[src/rtl/sequenciador_pkg.sv]
// Shared types and constants for the display sequencer.
// A word is {5-bit character, parity bit}; the parity bit sits at index 0.
package sequenciador_pkg;

    localparam int unsigned WORD_W     = 6;
    localparam int unsigned CHAR_W     = 5;
    localparam int unsigned PARITY_BIT = 0;

    typedef enum logic [1:0] {
        IDLE,
        SHOW,
        DONE,
        HALT
    } state_t;

endpackage

[src/rtl/temporizador_exibicao.sv]
// Hold timer: counts display cycles for the current word and ticks on the last one.
// The count stays at 0 while restart is high and wraps to 0 after each tick.
module temporizador_exibicao #(
    parameter int unsigned HOLD_CYCLES = 50000000
) (
    input  logic clk,
    input  logic rst_n,
    input  logic run,
    input  logic restart,
    output logic tick
);

    localparam int unsigned CW = (HOLD_CYCLES > 1) ? $clog2(HOLD_CYCLES) : 1;
    localparam logic [CW-1:0] LAST = CW'(HOLD_CYCLES - 1);

    logic [CW-1:0] hold_q;

    assign tick = run && (hold_q == LAST);

    always_ff @(posedge clk or negedge rst_n) begin
        if (!rst_n) begin
            hold_q <= '0;
        end else if (restart) begin
            hold_q <= '0;
        end else if (run) begin
            hold_q <= tick ? '0 : hold_q + CW'(1);
        end
    end

endmodule

[src/rtl/sequenciador_display.sv]
// Buffers words through a valid/ready port and plays them back onto the parity/7-seg datapath.
// Optional STOP_ON_ERROR_EN: a parity error parks playback in HALT until start resumes it.
module sequenciador_display
    import sequenciador_pkg::*;
#(
    parameter int unsigned DEPTH       = 8,
    parameter int unsigned HOLD_CYCLES = 50000000,
    parameter int unsigned ERR_W       = 8
) (
    input  logic                       clk,
    input  logic                       rst_n,
    input  logic                       wr_valid,
    input  logic [WORD_W-1:0]          wr_data,
    output logic                       wr_ready,
    input  logic                       start,
    input  logic                       clr,
    input  logic                       loop_en,
    input  logic                       erro,
    output logic [WORD_W-1:0]          palavra,
    output logic                       palavra_valid,
    output logic                       busy,
    output logic [$clog2(DEPTH+1)-1:0] count,
    output logic [ERR_W-1:0]           err_count,
    output logic                       done
);

    localparam int unsigned IDX_W = $clog2(DEPTH);
    localparam int unsigned CNT_W = $clog2(DEPTH + 1);
    localparam logic [ERR_W-1:0] ERR_MAX = '1;

    state_t              state_q, state_d, adv_state;
    logic [CNT_W-1:0]    count_q, count_d;
    logic [IDX_W-1:0]    rd_idx_q, rd_idx_d, adv_idx;
    logic [ERR_W-1:0]    err_q, err_d;
    logic [WORD_W-1:0]   palavra_q, palavra_d;
    logic                valid_q, valid_d, adv_valid;
    logic                wr_en, tick, is_last;
    logic [WORD_W-1:0]   mem [DEPTH];

    temporizador_exibicao #(
        .HOLD_CYCLES(HOLD_CYCLES)
    ) u_timer (
        .clk    (clk),
        .rst_n  (rst_n),
        .run    (state_q == SHOW),
        .restart(clr || (state_q != SHOW)),
        .tick   (tick)
    );

    assign wr_ready = (state_q == IDLE) && (count_q < CNT_W'(DEPTH)) && !clr;
    assign is_last  = (CNT_W'(rd_idx_q) + CNT_W'(1)) == count_q;

    // Where playback goes after the current word: next index, wrap, or finish.
    always_comb begin
        adv_state = SHOW;
        adv_idx   = rd_idx_q + IDX_W'(1);
        adv_valid = 1'b1;
        if (is_last) begin
            if (loop_en) begin
                adv_idx = '0;
            end else begin
                adv_state = DONE;
                adv_idx   = rd_idx_q;
                adv_valid = 1'b0;
            end
        end
    end

    always_comb begin
        state_d   = state_q;
        count_d   = count_q;
        rd_idx_d  = rd_idx_q;
        err_d     = err_q;
        palavra_d = palavra_q;
        valid_d   = valid_q;
        wr_en     = 1'b0;
        if (clr) begin
            state_d  = IDLE;
            count_d  = '0;
            rd_idx_d = '0;
            err_d    = '0;
            valid_d  = 1'b0;
        end else begin
            case (state_q)
                IDLE: begin
                    if (start && (count_q != '0)) begin
                        state_d   = SHOW;
                        rd_idx_d  = '0;
                        palavra_d = mem[IDX_W'(0)];
                        valid_d   = 1'b1;
                    end else if (wr_valid && wr_ready) begin
                        wr_en   = 1'b1;
                        count_d = count_q + CNT_W'(1);
                    end
                end
                SHOW: begin
                    if (tick) begin
                        if (erro && (err_q != ERR_MAX)) begin
                            err_d = err_q + ERR_W'(1);
                        end
`ifdef STOP_ON_ERROR_EN
                        if (erro) begin
                            state_d = HALT;
                        end else begin
                            state_d   = adv_state;
                            rd_idx_d  = adv_idx;
                            valid_d   = adv_valid;
                            palavra_d = mem[adv_idx];
                        end
`else
                        state_d   = adv_state;
                        rd_idx_d  = adv_idx;
                        valid_d   = adv_valid;
                        palavra_d = mem[adv_idx];
`endif
                    end
                end
                DONE: begin
                    state_d = IDLE;
                end
`ifdef STOP_ON_ERROR_EN
                HALT: begin
                    if (start) begin
                        state_d   = adv_state;
                        rd_idx_d  = adv_idx;
                        valid_d   = adv_valid;
                        palavra_d = mem[adv_idx];
                    end
                end
`endif
                default: begin
                    state_d = IDLE;
                    valid_d = 1'b0;
                end
            endcase
        end
    end

    always_ff @(posedge clk or negedge rst_n) begin
        if (!rst_n) begin
            state_q   <= IDLE;
            count_q   <= '0;
            rd_idx_q  <= '0;
            err_q     <= '0;
            palavra_q <= '0;
            valid_q   <= 1'b0;
        end else begin
            state_q   <= state_d;
            count_q   <= count_d;
            rd_idx_q  <= rd_idx_d;
            err_q     <= err_d;
            palavra_q <= palavra_d;
            valid_q   <= valid_d;
        end
    end

    // Storage needs no reset; only entries below count are ever read.
    always_ff @(posedge clk) begin
        if (wr_en) begin
            mem[count_q[IDX_W-1:0]] <= wr_data;
        end
    end

    assign palavra       = palavra_q;
    assign palavra_valid = valid_q;
    assign busy          = (state_q == SHOW) || (state_q == HALT);
    assign count         = count_q;
    assign err_count     = err_q;
    assign done          = (state_q == DONE);

endmodule

[config.mk]
export PLATFORM = sky130hd
export DESIGN_NAME = sequenciador_display
export DESIGN_NICKNAME = d
export VERILOG_FILES = /design/src/rtl/sequenciador_pkg.sv /design/src/rtl/temporizador_exibicao.sv /design/src/rtl/sequenciador_display.sv
export SDC_FILE = /design/constraint.sdc
export NUM_CORES = 1
export LEC_CHECK = 0
export CAP_MARGIN = 5
export CORE_UTILIZATION = 45
export DETAILED_ROUTE_END_ITERATION = 8
export GPL_ROUTABILITY_DRIVEN = 0
export MAX_ROUTING_LAYER = met4
export SLEW_MARGIN = 40
export SYNTH_ARGS = -nofsm -noshare
export SYNTH_HDL_FRONTEND = slang
export SYNTH_SLANG_ARGS = --single-unit
[constraint.sdc]
create_clock -name clk -period 3.4 [get_ports clk]
set_input_delay 0.68 -clock clk [delete_from_list [all_inputs] [get_ports clk]]
set_output_delay 0.68 -clock clk [all_outputs]
set_load 0.01 [all_outputs]
== After elaboration in Yosys (flattened, before gate mapping) ==
Memories as Yosys holds them, arrays and structs flattened.
Index checks and enable logic that the tools add are counted.
Word-level totals
  flip-flop bits (word level): 50
  RAM bits: 48
  bits of input ports: 13
  output and inout bits: 22
  memories: 1
Memories
  mem: words 8, bits a word 6, read ports 2, clocked after memory_dff 0, wr ports 1, RTL line sequenciador_display.sv:38  | logic [WORD_W-1:0] mem [DEPTH];
Cells by class
  add/subtract/negate cells: 5
  order comparisons: 1
  equality and inequality tests: 13
  mux-type cells: 38
  bitwise logic cells: 1
  reductions and logical operators: 25
Operators with widths (count)
  $mux 26: 3
  $mux 8: 4
  $add 26x1->26 const B: 1
  $eq 26x26->1 const B: 1
  $mux 4: 4
  $mux 3: 5
  $reduce_bool 2->1: 7
  $mux 6: 2
  $pmux 6 s2: 1
  $reduce_and 3->1: 4
  $mux 1: 11
  $mux 2: 5
  $add 8x1->8 const B: 1
  $ne 8x8->1 const B: 1
  $logic_and 1x1->1: 6
  $ne 2x2->1 const B: 3
  $pmux 3 s2: 1
  $add 3x1->4 const B: 1
  $add 4x1->4 const B: 1
  $eq 2x2->1 const B: 2
  $eq 4x4->1: 1
  $lt 4x4->1 const B: 1
  $ne 2x1->1 const B: 2
  $pmux 2 s2: 1
  13 further kinds: 14

== Longest topological paths before layout ==
Gate-level depths: netlist of the first run.
  depth after elaboration: 10
  gate-level depth with buffers: 10
  mapped depth without buffers: 8

== By module ==
From an unflattened synthesis of the first run, not the netlist that was laid out.
Second synthesis, totals
  cell total of the unflattened synthesis: 439
  area total of the unflattened synthesis: 4976.0 um^2
Modules (own cells, without submodules)
  sequenciador_display: instances 1, cells each 282, area each 3483.3 um^2, seq. area each 2042.0 um^2
  temporizador_exibicao: instances 1, cells each 157, area each 1492.7 um^2, seq. area each 650.6 um^2

== Worst setup path after synthesis of the first run ==
OpenSTA, ideal clock, no wires.
  kind: input-to-reg
  start: input clr
  end: memory mem[0][0], enable pin
  library setup time: 0.386 ns
  arrival: 2.509 ns
  data required time: 3.014 ns
  slack: 0.506 ns
  stages: 6
  path buffers: 2
  cell sequence: buf_2 nor4_1 and4b_1 clkbuf_1 nand2b_1 nor4_1
Between the ends
  cells in the longest elaborated chain, start to end: 9
Ends and longest elaborated chain
  from (decl): RTL line sequenciador_display.sv:16  | input logic clr,
  $logic_not 1->1: RTL line sequenciador_display.sv:50  | assign wr_ready = (state_q == IDLE) && (count_q < CNT_W'(DEPTH)) && !clr;
  $logic_and 1x1->1: RTL line sequenciador_display.sv:50
  via wr_ready: RTL line sequenciador_display.sv:14  | output logic wr_ready,
  $logic_and 1x1->1: RTL line sequenciador_display.sv:91  | end else if (wr_valid && wr_ready) begin
  $mux 1: RTL line sequenciador_display.sv:91
  $mux 1: RTL line sequenciador_display.sv:86  | if (start && (count_q != '0)) begin
  $mux 1: RTL line sequenciador_display.sv:84  | case (state_q)
  $mux 1: RTL line sequenciador_display.sv:77  | if (clr) begin
  $mux 1: RTL line sequenciador_display.sv:159  | if (wr_en) begin
  $mux 1 (implied by the code): RTL line sequenciador_display.sv:160  | mem[count_q[IDX_W-1:0]] <= wr_data;
  to (decl): RTL line sequenciador_display.sv:38
The timed path passes the listed nets, and every way through them passes these cells.

== Worst setup path after layout of the first run ==
  start: register rd_idx_q[0]
  end: register palavra_q[3], in the netlist palavra[3]
Between the ends
  cells in the longest elaborated chain, start to end: 6
  elaborated cells on any way between the ends: 8
Ends and longest elaborated chain
  from (decl): RTL line sequenciador_display.sv:33  | logic [IDX_W-1:0] rd_idx_q, rd_idx_d, adv_idx;
  from (signal assigned): RTL line sequenciador_display.sv:150  | rd_idx_q <= rd_idx_d;
  $add 3x1->4: RTL line sequenciador_display.sv:51  | assign is_last = (CNT_W'(rd_idx_q) + CNT_W'(1)) == count_q;
  $eq 4x4->1: RTL line sequenciador_display.sv:51
  $mux 3 (*): RTL line sequenciador_display.sv:58  | if (is_last) begin
  $mem_v2 8x6 (*)
  $mux 6 (*): RTL line sequenciador_display.sv:97  | if (tick) begin
  $pmux 6 s2 (*): RTL line sequenciador_display.sv:84
  to (signal assigned): RTL line sequenciador_display.sv:152  | palavra_q <= palavra_d;
  to (decl): RTL line sequenciador_display.sv:35  | logic [WORD_W-1:0] palavra_q, palavra_d;
Mark *: on every way between the ends. The rest lies on a longest branch, timed or not. The select of a mux whose other input is x is not followed.
A chain may end at the register's enable or synchronous reset.

==> results of run 1 <==
## sequential cells by signal (all words and copies together), names as in the netlist
signal,count
palavra_valid,1
err_count,8
count,4
u_timer.hold_q,26
rd_idx_q,3
state_q,2
mem,48
palavra,6
## where the power goes
part	switching (mW)	internal, mW
registers	0.0495	1.29
logic	0.193	0.181
clock network	0.428	0.280
total	0.671	1.76
## worst min path at each step
stage                        end  slack [ns]  cells past startpoint
6_report       u_timer.hold_q[4]        0.29                      1
5_1_grt        u_timer.hold_q[4]        0.33                      1
4_1_cts        u_timer.hold_q[4]        0.30                      1
3_5_place_dp   u_timer.hold_q[0]        0.51                      1
3_3_place_gp          palavra[5]        0.50                      2
2_1_floorplan           count[0]        0.38                      0
## worst reg2reg max path, delay by kind of cell, from the launching register on
kind | cells | cell delay (ns)
AO/OA/AOI/OAI | 3 | 0.92
XOR/XNOR | 1 | 0.28
adder cells (fa/ha/maj) | 1 | 0.29
flip-flops | 1 | 0.49
multiplexers | 1 | 0.30
AND/OR/NAND/NOR | 2 | 0.47
## cell families after synthesis
| family | Yosys count | share of synthesized area |
|---|---|---|
| AO/OA/AOI/OAI | 44 | 0.0640 |
| AND/OR/NAND/NOR | 159 | 0.172 |
| multiplexers | 28 | 0.0613 |
| XOR/XNOR | 35 | 0.0703 |
| buffers and inverters | 25 | 0.0293 |
| adder cells (fa/ha/maj) | 5 | 0.0137 |
| flip-flops | 98 | 0.589 |
## layout by cell type (no fill, tap or decap), drive strengths merged, types with 10 or more instances in the layout
| cell type | n |
|---|---|
| nand2 | 28 |
| o21ai | 15 |
| mux2i | 28 |
| xor2 | 22 |
| clkdlybuf4s50 | 33 |
| edfxtp | 48 |
| xnor2 | 12 |
| nand3 | 20 |
| nor2 | 56 |
| nand4 | 10 |
| dfrtp | 50 |
## through the flow
step / instances / hold slack (ns)
2_1_floorplan: 394 / 0.384
3_3_place_gp: 549 / 0.499
3_5_place_dp: 549 / 0.506
4_1_cts: 565 / 0.301
5_1_grt: 565 / 0.330
6_report: 565 / 0.294
## cell type report
| class | instances | share of cell area |
|---|---|---|
| repair buffers | 41 | 0.0745 |
| inverters | 6 | 0.00432 |
| flip-flops and latches | 98 | 0.517 |
| clock inverters | 7 | 0.0118 |
| well taps | 133 | 0.0320 |
| clock buffers | 9 | 0.0238 |
| multi-input cells | 271 | 0.337 |
## metal layers
metal  track usage  part of all wire  vias to the layer above
met2         0.312              0.47                       61
met3        0.0353             0.035                       19
met5             -                 0                        -
met1         0.265              0.47                     1452
li1              -                 -                     1469
met4        0.0780             0.024                        0
==> results by group, run 1 <==
Run
  – Max-cap violations: 0

Logic synthesis
  – Yosys cell types: 44
  – Mapped cell area: 0.00457 mm2
  – Commonest cells in the netlist: nor2_1, dfrtp_1, edfxtp_1, mux2i_1, nand2_1
  – Ys async rst share: 0.510
  – Synth Area per Inst: 11.6 um2
  – Primary FF master, synth: dfrtp_1
  – #FFs+latches synth: 98
  – Yosys top cell by area: edfxtp_1
  – Top-count cell post-synth: nor2_1
  – Top cells by area, synth: edfxtp_1, dfrtp_1, mux2i_1, nor2_1, xor2_1
  – Syn Inst Count: 394
  – Post-synth top area share: 0.315
  – Post-synth EDFFs: 48
  – Sequential fraction of the synthesis area: 0.589
  – Syn_nets: 412
  – Synth warn: 0

Clock tree
  – Maximum clock insertion buffer count: 2
  – Post-CTS Setup Bufs: 0
  – CTS tree: built
  – Root buffer cell: clkbuf_8
  – Inserted Clock Buffers: 9
  – Clk slew on worst S/H paths: 0.10 ns
  – Worst skew pair latency: 0.36 ns
  – Post-cts resize count: 0
  – CTS sink cnt: 98
  – Htree depth: 3
  – Hold Buf Count CTS: 0

Detailed routing
  – Drt first pass iters: 4
  – Via count: 3001
  – Vias per cell: 5.31
  – Post-DRT Antenna Nets: 0
  – Routed WL per cell: 16.5 um
  – DRC viols: 0
  – DRT Wirelength: 9340 um
  – Initial DRC Count: 127

STA
  – Final setup vio count: 0
  – Period utilization: 0.851
  – Setup TNS: 0 ns
  – Slew Limit Headroom: 0.607
  – Minimum clock period: 2.89 ns
  – Fmax: 0.346 GHz
  – PnR worst setup slack: 0.507 ns
  – Clock skew: 0.0116 ns
  – RSZ-0062 raised after global routing: false
  – Final hold viol count: 0
  – Final Max Tran Viols: 0
  – Worst Max-Slew Pin Slew: 0.584 ns

Die
  – Core ar.: 0.00982 mm2
  – Ports: 35
  – Num rows: 36
  – Initial Utilization: 0.466
  – Die width: 103 um
  – Die outline area: 0.0106 mm2
  – Die Height: 103 um

Power
  – Tot Pwr: 2.43 mW
  – Worst VDD drop: 0.230 mV
  – Leak pwr: 1.90 nW
  – Power per cell area: 466 mW/mm2

Placed design
  – Pre-CTS WS: 0.399 ns
  – Placed cell areas: 0.00502 mm2
  – IO buf count: 34
  – HPWL after DPL: 6640 um

Outcome
  – Outcome: finished clean

Worst setup path
  – CP Capture Point: palavra[3]
  – CP delay by family, top: compound AO/OA/AOI/OAI gates
  – Setup crit end kind: flop
  – Critical-path cell list: ha_1 > xor3_1 > or3_1 > o32a_2 > mux2i_1 > nor2_1 > o21ai_0 > o21ai_0
  – Worst path max stage delay: 0.57 ns
  – Worst path slowest cell: o32a_2
  – CP Buf/Inv Count: 0
  – Worst reg2reg endpoint: palavra[3]
  – Crit path from: rd_idx_q[0]
  – WP depth: 8
  – Reg2reg setup slack: 0.51 ns
  – Startpoint types: flop
  – Crit path max fanout: 15
  – Reg2Reg Depth: 8
  – Most used cell, CP: o21ai_0
  – Arr. time, crit path: 3.13 ns
  – Crit Reg-Reg Startpoint: rd_idx_q[0]
  – CP Class: reg2reg
  – Crit path required time: 3.63 ns

Global routing
  – Total GRT Usage: 0.201
  – Largest net degree at the start of global routing: 28
  – First-pass GRT wire length: 15300 um
  – Initial antenna violation count: 0
  – Number of global-route vias before repair: 3001
  – Total gr overflow: 0

Cells and area
  – Share of layout cells above drive strength 1: 0.0718
  – Seq. cell area: 0.00269 mm2
  – Final core utilization: 0.530
  – Fillers: 890
  – Final Cell Area: 0.00521 mm2
  – Antenna diodes: 0
  – Area Growth Syn to Fin: 13.9%
  – Area used by multi-input combinational logic: 0.00175 mm2
  – Nets@finish: 445

Min path
  – Hold Crit Class: in2async
(Power assumes the default switching activity.)
==> inputs of run 2 (changes only) <==
--- a/config.mk
+++ b/config.mk
@@ -9,8 +9,10 @@
 export CORE_UTILIZATION = 45
 export DETAILED_ROUTE_END_ITERATION = 8
 export GPL_ROUTABILITY_DRIVEN = 0
+export GPL_TIMING_DRIVEN = 0
 export MAX_ROUTING_LAYER = met4
 export SLEW_MARGIN = 40
 export SYNTH_ARGS = -nofsm -noshare
 export SYNTH_HDL_FRONTEND = slang
+export SYNTH_HIERARCHICAL = 1
 export SYNTH_SLANG_ARGS = --single-unit
==> run 2 against run 1 <==
Clock power is 20% higher; sequential share of layout area is 5.9 points lower; global-route usage is 2.1 points higher; combinational power is 110% higher; power is 24% higher; critical endpoint is now mem[4][1]; largest cell class unchanged.
==> results by group, run 2 <==
Outcome
  – Outcome: finished clean

Die
  – Die width: 107 um (+4.2%)
  – Num rows: 38 (+5.6%)
  – Initial Utilization: 0.461 (-0.00455)
  – Die outline area: 0.0115 mm2 (+8.7%)
  – Die Height: 107 um (+4.2%)
  – Core ar.: 0.0108 mm2 (+9.9%)
  – Ports: 35 (unchanged)

Placed design
  – Placed cell count: 617 (+12%)
  – HPWL after DPL: 8160 um (+23%)
  – IO buf count: 34 (unchanged)
  – Pre-CTS WS: -0.720 ns (-1.12 ns)

Cells and area
  – Area used by multi-input combinational logic: 0.00222 mm2 (+27%)
  – Area Growth Syn to Fin: 18.2%
  – Most frequent cells in the layout: dfrtp_1, edfxtp_1, nor2_1
  – Seq. cell area: 0.00270 mm2 (about the same)
  – Largest register FFs: 48 (unchanged)
  – Nets@finish: 507 (+14%)
  – Share of layout cells above drive strength 1: 0.148 (+0.0763)
  – Fillers: 954 (+7.2%)
  – Antenna diodes: 0 (unchanged)
  – Cell Count, Final, Fillers Out: 633 (+12%)

Worst setup path
  – Crit path max fanout: 7 (-8)
  – CP Class: reg2reg
  – Setup crit end kind: flop
  – Worst path max stage delay: 0.47 ns (-0.10 ns)
  – Startpoint types: flop
  – Arr. time, crit path: 3.29 ns (+0.16 ns)
  – Worst path slowest cell: or3b_2
  – Critical-path cell list: buf_2 > clkinvlp_4 > ha_1 > or3b_2 > a211oi_4 > and3_1 > nand2_1 > nor4_4 > buf_2
  – Most used cell, CP: buf_2
  – Reg2Reg Depth: 9 (+1)
  – Crit path required time: 3.49 ns (-0.14 ns)

STA
  – Clock skew: 0.00942 ns (-0.00221 ns)
  – RSZ-0062 raised after global routing: false
  – Hold slack: 0.180 ns (-0.114 ns)
  – Slew Limit Headroom: 0.543 (-0.0647)
  – Minimum clock period: 3.19 ns (+0.301 ns)
  – Final setup vio count: 0 (unchanged)
  – Fmax: 0.313 GHz (-9.4%)
  – Setup TNS: 0 ns (unchanged)
  – Worst Max-Slew Pin Slew: 0.680 ns (+0.0963 ns)
  – Final hold viol count: 0 (unchanged)
  – Final Max Tran Viols: 0 (unchanged)
  – PnR worst setup slack: 0.206 ns (-0.301 ns)
  – Period utilization: 0.939 (+0.0886)

Logic synthesis
  – Post-synth EDFFs: 48 (unchanged)
  – Syn_nets: 458 (+11%)
  – Ys async rst share: 0.510 (unchanged)
  – Top cells by area, synth: edfxtp_1, dfrtp_1, xor2_1, nor2_1, mux2i_1
  – Commonest cells in the netlist: dfrtp_1, edfxtp_1, nor2_1, nand2_1, xor2_1
  – Top-count cell post-synth: dfrtp_1
  – Yosys cell types: 65 (+48%)
  – Post-synth top area share: 0.290 (-0.0256)
  – Synth warn: 6 (+6)
  – Sequential fraction of the synthesis area: 0.541 (-0.0478)
  – Yosys top cell by area: edfxtp_1
  – Primary FF master, synth: dfrtp_1
  – #FFs+latches synth: 98 (unchanged)
  – Mapped cell area: 0.00498 mm2 (+8.8%)
  – Synth Area per Inst: 11.3 um2 (-2.3%)
  – Syn Inst Count: 439 (+11%)

Detailed routing
  – Via count: 3678 (+23%)
  – Vias per cell: 5.81 (+9.4%)
  – Drt first pass iters: 5 (+1)
  – Routed WL per cell: 18.3 um (+11%)
  – DRT Wirelength: 11600 um (+24%)
  – DRC viols: 0 (unchanged)
  – Post-DRT Antenna Nets: 0 (unchanged)
  – Initial DRC Count: 277 (+120%)

Clock tree
  – Inserted Clock Buffers: 9 (unchanged)
  – Worst skew pair latency: 0.38 ns (+0.02 ns)
  – CTS sink cnt: 98 (unchanged)
  – CTS tree: built
  – Root buffer cell: clkbuf_8
  – Maximum clock insertion buffer count: 2 (unchanged)
  – Htree depth: 3 (unchanged)
  – Clk slew on worst S/H paths: 0.10 ns (about the same)

Run
  – Max-cap violations: 0 (unchanged)

Global routing
  – Total GRT Usage: 0.222 (+0.0207)
  – Largest net degree at the start of global routing: 31 (+11%)
  – Number of global-route vias before repair: 3542 (+18%)
  – Initial antenna violation count: 0 (unchanged)
  – First-pass GRT wire length: 18500 um (+21%)
  – Total gr overflow: 0 (unchanged)

Power
  – Power per cell area: 512 mW/mm2 (+9.7%)
  – Worst VDD drop: 0.242 mV (+5.3%)
  – Leak pwr: 2.17 nW (+14%)

Min path
  – Hold Crit Class: in2async
-- run 2: path summary, 6_finish.rpt --
check | endpoint | start | slack (ns)
worst max-delay path | mem[4][1] | count[0] | 0.21
worst min-delay path | palavra[3] | rst_n | 0.18
worst max register to register | mem[4][1] | count[0] | 0.21
worst min register to register | u_timer/hold_q[25] | u_timer/hold_q[25] | 0.54
max in group asynchronous | state_q[1] | rst_n | 2.73
min in group clk | u_timer/hold_q[25] | u_timer/hold_q[25] | 0.54
-- run 2: power by group --
part,total [mW],internal (mW),switching (mW)
Combinational,0.792,0.354,0.438
Clock,0.853,0.422,0.431
Sequential,1.36,1.31,0.0554
Total,3.01,2.08,0.924
-- run 2: repair_timing --
item | CTS | global route
setup buffers | 0 | 1
endpoints found under the setup margin | 35 | 27
cloned | 0 | 0
pin swaps | 0 | 1
hold buffers | 0 | 0
resized for setup | 9 | 9
-- run 2: per-stage QoR --
step	total power, mW	area, um2	util
3_3_place_gp	2.12	5490	0.509
5_1_grt	3.16	5880	0.545
2_1_floorplan	1.84	4980	-
6_report	3.01	5880	0.545
4_1_cts	3.01	5830	0.540
3_5_place_dp	2.14	5570	0.516
-- run 2: critical path, delay by kind of cell, from the launching register on --
kind            cells  cell delay, ns
compound gates      1            0.39
simple gates        4            1.30
fa+ha+maj           1            0.17
buf+inv             3            0.64
flops               1            0.40
-- run 2: cell type report --
| type | instances | share of cell area |
|---|---|---|
| Sequential cell | 98 | 0.458 |
| Multi-Input combinational cell | 307 | 0.377 |
| Timing Repair Buffer | 39 | 0.0647 |
| Tap cell | 140 | 0.0298 |
| Buffer | 18 | 0.0219 |
| Clock buffer | 9 | 0.0211 |
| Clock inverter | 7 | 0.0170 |
| Inverter | 15 | 0.0102 |
-- run 2: logic make-up (layout without fill, tap and decap cells) --
kind of cell	after synthesis	count (layout)	share of synthesized area
simple gates	179	179	0.193
flops	98	98	0.541
compound gates	66	66	0.104
buf+inv	34	88	0.0377
xor+xnor	33	33	0.0614
mux	23	23	0.0480
fa+ha+maj	6	6	0.0151
-- run 2: per-layer routing --
layer	part of all wire	global-route usage
met1	0.46	0.297
met2	0.48	0.342
met3	0.041	0.0298
met4	0.019	0.0910
met5	0	-
==> inputs of run 3 (changes only) <==
--- a/config.mk
+++ b/config.mk
@@ -8,6 +8,7 @@
 export CAP_MARGIN = 5
 export CORE_UTILIZATION = 45
 export DETAILED_ROUTE_END_ITERATION = 8
+export DONT_BUFFER_PORTS = 1
 export GPL_ROUTABILITY_DRIVEN = 0
 export GPL_TIMING_DRIVEN = 0
 export MAX_ROUTING_LAYER = met4
==> run 3 against run 2 <==
Utilization fell by 3.0 points; via count is 5.3% lower; clock power is 4.8% lower; wire length shrank 2.6%; combinational power down 19%; critical path type unchanged.
==> results by group, run 3 (synthesis gave the netlist of run 2 again) <==
Outcome
  – Outcome: finished clean

Power
  – Leak pwr: 2.05 nW (-5.5%)
  – Tot Pwr: 2.85 mW (-5.3%)
  – Power per cell area: 512 mW/mm2 (+0.17%)
  – Worst VDD drop: 0.279 mV (+15%)

Die
  – Die Height: 107 um (unchanged)
  – Ports: 35 (unchanged)
  – Core ar.: 0.0108 mm2 (unchanged)
  – Num rows: 38 (unchanged)
  – Die width: 107 um (unchanged)
  – Initial Utilization: 0.461 (unchanged)
  – Die outline area: 0.0115 mm2 (unchanged)

Cells and area
  – Most frequent cells in the layout: dfrtp_1, edfxtp_1, nor2_1
  – Largest register FFs: 48 (unchanged)
  – Cell Count, Final, Fillers Out: 602 (-4.9%)
  – Area used by multi-input combinational logic: 0.00221 mm2 (-0.45%)
  – Seq. cell area: 0.00270 mm2 (unchanged)
  – Area Growth Syn to Fin: 11.8%
  – Fillers: 940 (-1.5%)
  – Antenna diodes: 0 (unchanged)
  – Share of layout cells above drive strength 1: 0.156 (+0.00777)
  – Final Cell Area: 0.00556 mm2 (-5.5%)
  – Nets@finish: 476 (-6.1%)
  – Final core utilization: 0.515 (-0.0298)

Placed design
  – HPWL after DPL: 7850 um (-3.8%)
  – Pre-CTS WS: -0.747 ns (-0.0267 ns)
  – Placed cell areas: 0.00521 mm2 (-6.5%)
  – Placed cell count: 582 (-5.7%)
  – IO buf count: 0 (-100%)

Clock tree
  – Root buffer cell: clkbuf_8
  – Maximum clock insertion buffer count: 2 (unchanged)
  – CTS sink cnt: 98 (unchanged)
  – Inserted Clock Buffers: 9 (unchanged)
  – CTS tree: built
  – Htree depth: 3 (unchanged)
  – Clk slew on worst S/H paths: 0.09 ns (about the same)
  – Worst skew pair latency: 0.37 ns (about the same)

Run
  – Max-cap violations: 0 (unchanged)

Global routing
  – Largest net degree at the start of global routing: 51 (+65%)
  – Initial antenna violation count: 0 (unchanged)
  – Number of global-route vias before repair: 3336 (-5.8%)
  – First-pass GRT wire length: 17900 um (-3.5%)
  – Total GRT Usage: 0.216 (-0.00619)
  – Total gr overflow: 0 (unchanged)

STA
  – Hold slack: 0.147 ns (-0.0328 ns)
  – Setup TNS: 0 ns (unchanged)
  – Minimum clock period: 3.31 ns (+0.119 ns)
  – Worst Max-Slew Pin Slew: 0.795 ns (+0.115 ns)
  – Slew Limit Headroom: 0.465 (-0.0776)
  – Final Max Tran Viols: 0 (unchanged)
  – Fmax: 0.302 GHz (-3.6%)
  – PnR worst setup slack: 0.0866 ns (-0.119 ns)
  – RSZ-0062 raised after global routing: true
  – Period utilization: 0.975 (+0.0351)
  – Final setup vio count: 0 (unchanged)
  – Clock skew: 0.00531 ns (-0.00411 ns)
  – Final hold viol count: 0 (unchanged)

Worst setup path
  – Setup crit end kind: flop
  – Reg2Reg Depth: 8 (-1)
  – Reg2reg setup slack: 0.09 ns (-0.12 ns)
  – Crit path required time: 3.49 ns (about the same)
  – Startpoint types: flop
  – Arr. time, crit path: 3.40 ns (+0.11 ns)
  – Crit path max fanout: 7 (unchanged)
  – CP Class: reg2reg
  – Crit Reg-Reg Startpoint: count[0]
  – Worst reg2reg endpoint: mem[3][1]

Detailed routing
  – Vias per cell: 5.79 (-0.40%)
  – Drt first pass iters: 4 (-1)
  – Routed WL per cell: 18.8 um (+2.5%)
  – Via count: 3484 (-5.3%)
  – DRT Wirelength: 11300 um (-2.6%)
  – Post-DRT Antenna Nets: 0 (unchanged)
  – DRC viols: 0 (unchanged)
  – Initial DRC Count: 225 (-19%)

Min path
  – Hold Crit Class: in2async
[run 3: critical path: stages, from the launching register on]
cell and delay (ns):
dfrtp_1 0.43, buf_2 0.21, inv_1 0.23, ha_1 0.20
or3b_2 0.48, a211oi_4 0.41, nand3_1 0.25, nor4_2 0.55
buf_2 0.28
[run 3: area by class of cell]
class / instances / share of cell area
tap: 140 / 0.0315
inverter: 15 / 0.0101
clock inverter: 5 / 0.0144
timing repair buffer: 8 / 0.0151
clock buffer: 11 / 0.0236
multi-input combinational: 307 / 0.397
sequential: 98 / 0.485
buffer: 18 / 0.0234
[run 3: how the worst max path moves through the flow]
stage / startpoint / to / slack, ns
after floorplan: count[0] / mem[4][0] / 0.27
after global routing: count[0] / mem[3][1] / -0.12
after detailed placement: state_q[0] / palavra[3] / -0.75
after global placement: state_q[0] / palavra[3] / -1.32
final: count[0] / mem[3][1] / 0.09
after CTS: count[0] / mem[7][0] / -0.005
[run 3: what timing repair did]
item / CTS / global route
hold buffers: 1 / 0
endpoints found under the setup margin: 44 / 44
resized for setup: 12 / 8
setup buffers: 0 / 4
pin swaps: 0 / 3
hold endpoints to repair: 50 / 0
[run 3: routing by layer]
layer,global-route usage,part of all wire,vias up
met2,0.327,0.47,99
met5,-,0,-
li1,-,-,1670
met1,0.295,0.46,1699
met4,0.0783,0.017,0
met3,0.0347,0.047,16
[run 3: power breakdown]
part	switching, mW	internal, mW
logic	0.382	0.256
registers	0.0906	1.31
clock network	0.399	0.414
